<file path="src/rtl/lfsr_pkg.sv">
// Shared LFSR definitions: maximal-length tap masks and a reference next-state function.
// Tap masks use "bit k-1 set means position k feeds back", where position 1 is the MSB.
package lfsr_pkg;

    localparam logic [15:0] TAPS_16 = 16'hD008;        // positions 16,15,13,4
    localparam logic [22:0] TAPS_23 = 23'h420000;      // positions 23,18
    localparam logic [25:0] TAPS_26 = 26'h2000023;     // positions 26,6,2,1
    localparam logic [30:0] TAPS_31 = 31'h48000000;    // positions 31,28
    localparam logic [31:0] TAPS_32 = 32'h80200003;    // positions 32,22,2,1

    localparam int unsigned LFSR_MAX_W = 64;

    // One Fibonacci shift of a width-bit state held in the low bits of a 64-bit word.
    // Position k lives at vector bit width-k, so the new bit enters at the MSB.
    function automatic logic [LFSR_MAX_W-1:0] lfsr_next(
        input logic [LFSR_MAX_W-1:0] state,
        input logic [LFSR_MAX_W-1:0] taps,
        input int unsigned           width = 26
    );
        logic fb;
        fb = 1'b0;
        for (int unsigned k = 1; k <= width; k++) begin
            if (taps[k-1]) fb = fb ^ state[width-k];
        end
        return (state >> 1) | (LFSR_MAX_W'(fb) << (width - 1));
    endfunction

endpackage

</file>
<file path="src/rtl/lfsr26_gen.sv">
// Fibonacci LFSR with synchronous seed load and automatic recovery from the all-zero state.
// Priority on each edge: rst > load > en > hold.
module lfsr26_gen
    import lfsr_pkg::*;
#(
    parameter int               WIDTH = 26,
    parameter logic [WIDTH-1:0] TAPS  = TAPS_26,
    parameter logic [WIDTH-1:0] SEED  = WIDTH'(1)
) (
    input  logic             clk,
    input  logic             rst,
    input  logic             load,
    input  logic [WIDTH-1:0] din,
    input  logic             en,
    output logic [WIDTH-1:0] q,
    output logic             lockup
);

    logic [WIDTH-1:0] q_q;
    logic [WIDTH-1:0] q_d;
    logic [WIDTH-1:0] tap_bits;
    logic             fb;

    // Position k maps to vector bit WIDTH-k; tap mask bit k-1 selects position k.
    for (genvar k = 1; k <= WIDTH; k++) begin : g_tap
        assign tap_bits[k-1] = TAPS[k-1] & q_q[WIDTH-k];
    end

    assign fb = ^tap_bits;

    always_comb begin
        q_d = q_q;
        if (load) begin
            q_d = din;
        end else if (en) begin
            if (q_q == '0) q_d = SEED;
            else           q_d = {fb, q_q[WIDTH-1:1]};
        end
    end

    always_ff @(posedge clk) begin
        if (rst) q_q <= SEED;
        else     q_q <= q_d;
    end

    assign q      = q_q;
    assign lockup = (q_q == '0);

endmodule

</file>
<file path="config.mk">
export PLATFORM = sky130hd
export DESIGN_NAME = lfsr26_gen
export DESIGN_NICKNAME = d
export VERILOG_FILES = /design/src/rtl/lfsr_pkg.sv /design/src/rtl/lfsr26_gen.sv
export SDC_FILE = /design/constraint.sdc
export NUM_CORES = 1
export LEC_CHECK = 0
export CORE_MARGIN = 2
export CORE_UTILIZATION = 40
export CTS_BUF_LIST = sky130_fd_sc_hd__clkbuf_2
export DETAILED_ROUTE_END_ITERATION = 10
export DONT_BUFFER_PORTS = 1
export GPL_TIMING_DRIVEN = 0
export PLACE_DENSITY = 0.55
export SLEW_MARGIN = 20
export SYNTH_ARGS = -nofsm -noshare
export SYNTH_HDL_FRONTEND = slang
export SYNTH_SLANG_ARGS = --single-unit
</file>
<file path="constraint.sdc">
create_clock -name clk -period 2.12 [get_ports clk]
set_clock_uncertainty 0.15 [all_clocks]
set_input_delay 0.424 -clock clk [delete_from_list [all_inputs] [get_ports clk]]
set_output_delay 0.424 -clock clk [all_outputs]
set_load 0.03 [all_outputs]
</file>
==> run_results.csv, run 1 <==
group,metric,value,unit
finish,area_growth,9.76,%
clock_network,clockBufferDepth,2,
global_routing,grt_pass1_vias,1086,
clock_network,post_cts_buffers,0,
critical_path,path_delay_family,"simple AND/OR/NAND/NOR gates",
clock_network,cts_tree,"yes",
power,vdd_drop_max,0.270,mV
critical_path,critPathRequiredTime,1550,ps
critical_path,cp-start-kind,"flop",
outcome,violations,"setup timing",
clock_network,clkLatencyLatePin,340,ps
floorplan,coreArea,3080,sq um
routing,vias_per_cell,5.38,
finish,layout-drive-gt1-share,17.9,%
yosys,synth_top_area_cell,"dfxtp_1",
place,gp_congestion,0.735,
yosys,ys_top_cells_by_area,"dfxtp_1 40%, mux2i_1 17%, nor2_1 14%",
floorplan,num_io_pins,57,
global_routing,grt_max_degree,14,
floorplan,start_util,42.5,%
timing,max_slew_margin,67.4,%
global_routing,met2_usage,29.2,%
yosys,netlist-cell-type-count,24,
yosys,syn_inst,159,
critical_path,arrival,1630,ps
power,powerDensity,672,nW/um^2
routing,wl_per_cell,15.7,um
min_path,hp-class,"input port to flop",
yosys,yosys-top-cells-count,"49 x nor2_1, 26 x a21oi_1, 26 x dfxtp_1",
timing,hold_viol,0,
timing,fin_crit_sh,104,%
timing,drv_slew,0,
clock_network,clockRootBuffer,"clkbuf_2",
yosys,ys_seq_area_share,39.8,%
power,switchingPower,0.324,mW
power,switching_share,33.6,%
finish,fin_util,46.6,%
place,portBuffers,0,
power,combinationalPowerShare,17.1,%
finish,antenna_cells,0,
global_routing,grt_usage,17.8,%
routing,ant_nets,0,
place,dp_hpwl,2380,um
global_routing,antenna_found_initial,0,
critical_path,cp_slowest_stage_delay,440,ps
yosys,synth_edf_count,0,
critical_path,cp_slowest_cell,"dfxtp_4",
critical_path,crit_path_cell_trace,"inv_2, ha_4, nor4b_4, nand4_1, nor2_4",
finish,fill_cells,316,
routing,firstDrtPassIters,5,
critical_path,worst-path-buf-inv,1,
timing,max_freq,455,MHz
clock_network,ctsHoldBuffers,0,
global_routing,busiest_layer,"met2",
yosys,yosys_warnings,0,
yosys,syn-num-nets,190,
critical_path,critical_path_class,"flop to output port",
clock_network,cts_buffers,3,
yosys,synthArstFlopShare,0,%
critical_path,endpoint_kind,"output port",
routing,vias,1108,
timing,setup_violations,1,
clock_network,cts-htree-levels,1,
yosys,synth_most_common_cell,"nor2_1",
flow_run,max-cap-violations,0,
outcome,outcome,"complete, but fails checks",
power,seqPwrFrac,64.5,%
routing,wirelength,3230,um
yosys,synth_area,1310,sq um
global_routing,overflow,0,
critical_path,startpoint,"q[25]$_SDFFE_PP0P_",
floorplan,die_h,61.2,um
yosys,synth.avg_cell_area,8.22,sq um
clock_network,clkTransAtPathRegs,230,ps
routing,drt_iter0_drc,48,
global_routing,grt_util_met1,22.3,%
timing,finalWorstSetupSlack,-79.3,ps
timing,rsz0062_at_grt,"true",
finish,layout.nets,195,
routing,drc,0,
power,p_clk_share,18.4,%
timing,min_period,2200,ps
floorplan,dieWidth,61.2,um
power,power_leakage,0.578,nW
finish,stdcell_area,1440,sq um
min_path,hp-start,"din[15]",
yosys,ys.flop_type,"dfxtp_1",
timing,worst_slew_pin_slew,489,ps
global_routing,use_met3,4.83,%
critical_path,crit_fanout,5,
power,p_int,0.640,mW
floorplan,num_rows,20,
yosys,synth_top_area_share,39.8,%
finish,largest_reg_flops,26,
critical_path,r2r-start,"q[25]$_SDFFE_PP0P_",
global_routing,grt_pass1_wl,4960,um
place,dpl-instance-area,1360,sq um
floorplan,die_area,3740,sq um
clock_network,cts_sinks,26,
yosys,ys_ff_latch,26,
## final cells by class
cell class / instances / area (sq um) / share of cell area (%)
Buffer: 12 / 78.8 / 5.49
Multi-Input combinational cell: 119 / 736 / 51.3
Sequential cell: 26 / 543 / 37.8
Tap cell: 44 / 55.1 / 3.84
Inverter: 2 / 7.51 / 0.523
Clock buffer: 3 / 15.0 / 1.05
## placed cells by master, fill, tap and decap left out
cell type  Yosys  final
xor2_1         1      1
inv_2          0      2
dfxtp_1       26     12
o21a_1         1      1
dfxtp_2        0     12
nor2_1        49     48
nand3b_1       1      1
ha_4           0      1
clkbuf_8       3      3
clkbuf_1       6      6
nand2b_1       3      3
xnor2_1        1      1
o22ai_2        1      1
nor3_1         1      1
dfxtp_4        0      2
or4b_1         1      1
nor3b_1        1      1
nand3_1        1      1
nor4b_4        0      1
nand4_1        1      1
buf_2          3      3
nor2_4         0      1
nor4_1         4      4
mux2i_1       22     22
a21oi_1       26     26
o21ai_0        1      1
o32ai_1        2      2
clkbuf_2       0      3
## logic make-up (layout without fill, tap and decap cells)
logic type,count (synthesis),count (layout),synth area share [%]
buffers and inverters,14,17,6.60
AND/OR/NAND/NOR,63,63,21.2
flip-flops,26,26,39.8
adder cells (fa/ha/maj),1,1,0.957
AO/OA/AOI/OAI,31,31,13.2
XOR/XNOR,2,2,1.34
multiplexers,22,22,16.8
## per-layer routing
| metal | share of wire [%] | routed length, um |
|---|---|---|
| met5 | 0 | 0 |
| met4 | 0.46 | 15 |
| met3 | 6.9 | 222 |
| met2 | 47 | 1530 |
| met1 | 45 | 1460 |
## power by group through the flow
stage	logic [mW]	registers, mW	clock network [mW]
final	0.164	0.622	0.177
after global routing	0.184	0.628	0.208
after global placement	0.150	0.627	0
after CTS	0.166	0.622	0.190
after detailed placement	0.155	0.627	0
after floorplan	0.128	0.616	0
## timing repair
action,4_1_cts,5_1_grt
gates resized for setup,20,4
pin swaps,3,0
setup endpoints to repair,5,1
## worst paths after layout
| check | slack [ps] | to | cells after the start |
|---|---|---|---|
| worst min register to register | 480 | q[23]$_SDFFE_PP0P_ | 2 |
| worst max register to register | 240 | q[25]$_SDFFE_PP0P_ | 6 |
| worst min-delay path | 60 | q[15]$_SDFFE_PP0P_ | 2 |
| worst max-delay path | -80 | lockup | 5 |
## worst reg2reg max path: cells and delay by family, from the launching register on
family	cells	cell delay [ps]
AOI/OAI and AO/OA	1	120
xor gates and xnor gates	2	300
buffers and inverters	1	60
DFF	1	460
adders and majority gates	1	250
and+or+nand+nor	1	490
## stage by stage
stage / hold WS, ps / total power [mW] / cells / worst slack, ps / TNS [ps]
finish: 59.1 / 0.964 / 206 / -79.3 / -79.3
global route: 17.6 / 1.02 / 206 / -193 / -193
CTS: 34.8 / 0.978 / 206 / -130 / -130
detailed placement: 426 / 0.782 / 203 / -266 / -909
global placement: 419 / 0.777 / 203 / -219 / -632
floorplan: 417 / 0.744 / 159 / 39.5 / 0
Power figures use the tool's default switching activity.
==> run 2, diff against run 1 <==
--- a/config.mk
+++ b/config.mk
@@ -5,6 +5,7 @@
 export SDC_FILE = /design/constraint.sdc
 export NUM_CORES = 1
 export LEC_CHECK = 0
+export CORE_ASPECT_RATIO = 0.7
 export CORE_MARGIN = 2
 export CORE_UTILIZATION = 40
 export CTS_BUF_LIST = sky130_fd_sc_hd__clkbuf_2
==> run_results.csv, run 2 (synthesized netlist as in run 1, its figures left out) <==
group,metric,value,unit
finish,register_area,547,sq um
routing,wirelength,3340,um
finish,largest_reg_flops,26,
clock_network,clockBufferDepth,2,
timing,rsz0062_at_grt,"true",
critical_path,crit_path_cell_trace,"inv_2, ha_4, nor4b_4, nand4_1, nor2_4",
power,powerDensity,666,nW/um^2
timing,max_slew_margin,67.1,%
floorplan,num_rows,17,
clock_network,clkTransAtPathRegs,240,ps
critical_path,arrival,1660,ps
critical_path,critical_path_class,"flop to output port",
global_routing,grt_max_degree,15,
timing,finalWorstSetupSlack,-110,ps
timing,setup_tns,-110,ps
routing,drt_iter0_drc,47,
finish,fill_cells,323,
critical_path,cp-start-kind,"flop",
finish,area_growth,13.2,%
place,portBuffers,0,
finish,layout_common_cells,"48 x nor2_1, 26 x a21oi_1, 22 x mux2i_1, 12 x dfxtp_2, 11 x dfxtp_1",
routing,drc,0,
flow_run,max-cap-violations,0,
timing,setup_violations,1,
timing,whs,43.4,ps
outcome,violations,"setup timing",
global_routing,grt_pass1_wl,5510,um
critical_path,reg2reg_depth,6,
min_path,min_path_cells,2,
outcome,outcome,"complete, but fails checks",
critical_path,endpoint_kind,"output port",
timing,drv_slew,0,
critical_path,cp_slowest_cell,"dfxtp_4",
routing,ant_nets,0,
floorplan,dieWidth,72.3,um
routing,firstDrtPassIters,4,
timing,fin_crit_sh,105,%
timing,min_period,2230,ps
critical_path,r2r-start,"q[25]$_SDFFE_PP0P_",
critical_path,crit_cells,5,
routing,wl_per_cell,16.4,um
finish,antenna_cells,0,
critical_path,startpoint,"q[25]$_SDFFE_PP0P_",
global_routing,grt_usage,19.1,%
critical_path,critPathCapture,"lockup",
critical_path,cp_slowest_stage_delay,440,ps
clock_network,cts_sinks,26,
critical_path,critPathRequiredTime,1550,ps
finish,layout.nets,198,
floorplan,die_area,3750,sq um
critical_path,worst-path-buf-inv,1,
critical_path,r2r-end,"q[25]$_SDFFE_PP0P_",
floorplan,num_io_pins,57,
timing,hold_viol,0,
critical_path,crit_fanout,5,
min_path,hp-class,"input port to flop",
routing,vias,1130,
finish,layout-drive-gt1-share,18.7,%
power,power_leakage,0.597,nW
critical_path,path_delay_family,"simple AND/OR/NAND/NOR gates",
timing,max_freq,448,MHz
global_routing,grt_pass1_vias,1179,
clock_network,cts_buffers,3,
timing,worst_slew_pin_slew,493,ps
place,place_ws,-276,ps
clock_network,clockRootBuffer,"clkbuf_2",
power,totalPowerFinal,0.986,mW
finish,multiInputGateArea,751,sq um
routing,vias_per_cell,5.54,
critical_path,r2r_slack,290,ps
place,dp_hpwl,2440,um
clock_network,post_cts_buffers,0,
clock_network,cts_tree,"yes",
clock_network,clkLatencyLatePin,350,ps
finish,final_common_cell,"nor2_1",
global_routing,overflow,0,
place,gp_congestion,0.718,
global_routing,antenna_found_initial,0,
clock_network,cts-htree-levels,1,
floorplan,start_util,41.8,%
floorplan,coreArea,3130,sq um
power,vdd_drop_max,0.341,mV
floorplan,die_h,51.8,um
## run 2: cell types whose count changed in the layout (fill, tap and decap cells not counted)
cell / before / now
dlygate4sd3_1: 0 / 3
clkinv_1: 0 / 1
dfxtp_1: 12 / 11
dfxtp_4: 2 / 3
nor4_1: 4 / 3
nor4_4: 0 / 1
## run 2: power by group
part / total, mW / leakage, nW / switching (mW) / internal, mW
Clock: 0.189 / 0.0140 / 0.148 / 0.0410
Combinational: 0.172 / 0.362 / 0.0871 / 0.0852
Sequential: 0.625 / 0.221 / 0.102 / 0.523
Total: 0.986 / 0.597 / 0.336 / 0.649
## run 2: layout make-up
cell class | instances | share of cell area [%]
Clock inverter | 1 | 0.254
Sequential cell | 26 | 36.9
Tap cell | 38 | 3.21
Timing Repair Buffer | 3 | 2.03
Multi-Input combinational cell | 119 | 50.7
Inverter | 2 | 0.507
Buffer | 12 | 5.33
Clock buffer | 3 | 1.01
## run 2: per-layer routing
metal	up-vias	global-route usage, %	wire [um]	part of all wire, %
li1	563	-	-	-
met5	-	0	0	0
met1	532	23.2	1500	45
met2	31	31.7	1590	47
met3	4	7.95	244	7.3
met4	0	4.40	12	0.36
## run 2: how the worst min path moves through the flow
| stage | start | endpoint | slack (ps) |
|---|---|---|---|
| floorplan | din[10] | q[10]$_SDFFE_PP0P_ | 420 |
| global placement | din[7] | q[7]$_SDFFE_PP0P_ | 420 |
| detailed placement | din[4] | q[4]$_SDFFE_PP0P_ | 430 |
| CTS | din[10] | q[10]$_SDFFE_PP0P_ | 20 |
| global route | din[10] | q[10]$_SDFFE_PP0P_ | 4 |
| finish | din[5] | q[5]$_SDFFE_PP0P_ | 40 |
## run 2: metrics by stage
step / utilization, % / instances / instance area (sq um)
detailed placement: 43.3 / 197 / 1360
CTS: 46.3 / 201 / 1450
floorplan: - / 159 / 1310
finish: 47.3 / 204 / 1480
global route: 47.3 / 204 / 1480
global placement: 43.3 / 197 / 1360
## run 2: timing repair
item	in CTS	in global routing
pin swaps	4	0
gates resized for setup	26	2
setup endpoints to repair	5	1
endpoints found under the hold margin	0	3
hold buffers	0	3
==> variant: new RTL, config.mk and constraints of run 1 <==
Set the parameter `WIDTH` to 52 (it was 26).
--- a/src/rtl/lfsr26_gen.sv
+++ b/src/rtl/lfsr26_gen.sv
@@ -3,7 +3,7 @@
 module lfsr26_gen
     import lfsr_pkg::*;
 #(
-    parameter int               WIDTH = 26,
+    parameter int               WIDTH = 52,
     parameter logic [WIDTH-1:0] TAPS  = TAPS_26,
     parameter logic [WIDTH-1:0] SEED  = WIDTH'(1)
 ) (
Ports: changed (resized din and q); port bits go from 57 to 109. No check against the original RTL was run, so the function may have changed too.
==> variant against run 1 <==
The run still ends with negative setup slack left. Sequential share of layout area is 5.3 points lower. Power is 120% higher. Synthesized area is 92% higher. Sequential cell count is 26 higher. Largest cell class unchanged. Count of clock-buffer cells in the layout is 3 higher. Design area is 130% higher. Wire length is 120% higher. Fmax is 20% lower. Clock power grew to 3.0 times the old value. Largest power group unchanged. Setup slack worse by 0.54 ns.
==> variant: results (changes against run 1) <==
Setup path
The peak fanout along the critical path is 4 (was 5). The slowest stage cell on the critical path is sky130_fd_sc_hd__or4_4 (was sky130_fd_sc_hd__dfxtp_4). The delay of the slowest cell on the worst path is 0.57 ns (was 0.44 ns). The critical path arrival is 2.16 ns (was 1.63 ns).

Yosys
The sequential-to-total area share from yosys stat was 41.5% (was 39.8%). Most frequent cells after synthesis: sky130_fd_sc_hd__nor2_1, sky130_fd_sc_hd__dfxtp_1, sky130_fd_sc_hd__a21oi_1 (was sky130_fd_sc_hd__nor2_1, sky130_fd_sc_hd__a21oi_1, sky130_fd_sc_hd__dfxtp_1). Ranking of synthesized cells by area: sky130_fd_sc_hd__dfxtp_1, sky130_fd_sc_hd__mux2i_1, sky130_fd_sc_hd__nor2_1, sky130_fd_sc_hd__a21oi_1, sky130_fd_sc_hd__clkbuf_1 (was sky130_fd_sc_hd__dfxtp_1, sky130_fd_sc_hd__mux2i_1, sky130_fd_sc_hd__nor2_1, sky130_fd_sc_hd__a21oi_1, sky130_fd_sc_hd__clkbuf_8). The number of nets produced by synthesis is 366 (was 190). The count of distinct cell types in the synthesized netlist came to 25 (was 24).

Clocking
The total clock buffers created by CTS is 5 (was 3). The source-to-sink clock delay at the later pin of the worst-skew pair is 0.45 ns (was 0.34 ns). The clock edge transition at the registers on the reported setup and hold paths is 0.28 ns (was 0.23 ns).

Placement
The placement-stage cell area is 2610 um2 (was 1360 um2). The number of instances in the placed design is 384 (was 203). The worst slack after detailed placement was -0.351 ns (was -0.266 ns).

Global routing
The maximum number of pins on one net before global-route repair is 16 (was 14). The overall fraction of global-route tracks in use was 20.5% (was 17.8%).

Cells and area
The fraction of final layout cells sized beyond drive strength 1 came to 10.3% (was 17.9%).

Run status
Failing checks: negative setup slack (unchanged). Outcome: complete, but fails checks (unchanged).

Timing
The final worst slack is -0.617 ns (was -0.0793 ns). The number of endpoints failing setup at the final stage was 1 (unchanged).

Detailed routing
The total iterations of the first detailed-routing run is 4 (was 5). The number of vias in the routed layout is 2347 (was 1108). The detailed router's first-iteration violation count is 67 (was 48).

Pwr
The leakage component of the power came to 1.35 nW (was 0.578 nW).
variant: kinds of logic (layout without fill, tap and decap cells):
family          Yosys count  after routing  share of synthesized area [%]
xor+xnor                  2              2                          0.698
fa+ha+maj                 1              1                          0.499
mux                      50             50                           20.0
simple gates            123            123                           21.7
compound gates           55             55                           11.4
flops                    52             52                           41.5
buf+inv                  26             86                           4.14
variant: cell type report:
class,instances,area [um2]
clock inverter,2,35.0
fill,571,2720
inverter,3,17.5
timing repair buffer,52,518
tap,75,93.8
buffer,23,92.6
multi-input combinational,231,1420
clock buffer,6,30.0
sequential,52,1060
variant: layer usage:
layer  wire, um  up-vias  GRT usage [%]
met1       3260     1083           27.2
li1           -     1180              -
met4         42        0           4.47
met3        462        4           6.46
met2       3310       80           32.8
met5          0        -              0
variant: timing repair:
item	4_1_cts	5_1_grt
buffers inserted	1	0
gates resized for setup	19	2
endpoints found under the setup margin	5	5
pin swaps	2	2
hold buffers	49	2
endpoints found under the hold margin	49	1
variant: final timing paths:
kind	from	endpoint	slack [ns]	cells after the start
setup / recovery	q[11]	lockup	-0.62	4
hold / removal	din[51]	q[51]	0.04	3
setup reg to reg	q[11]	q[50]	0	5
hold reg to reg	q[51]	q[50]	0.49	1
variant: power breakdown:
group	leakage, nW	total, mW	internal, mW	switching (mW)
registers	0.434	1.24	1.04	0.197
clock network	0.0430	0.525	0.202	0.323
logic	0.870	0.369	0.198	0.171
variant: worst reg2reg max path: cells and delay by family (launching register included):
kind | cells | cell delay [ns]
simple gates | 3 | 1.06
compound gates | 1 | 0.19
buf+inv | 1 | 0.17
flops | 1 | 0.50
variant: through the flow:
step | util, % | total power, mW
after floorplan | - | 1.45
after global placement | 43.6 | 1.53
after detailed placement | 43.6 | 1.53
after CTS | 54.1 | 2.15
after global routing | 54.6 | 2.24
final | 54.6 | 2.13
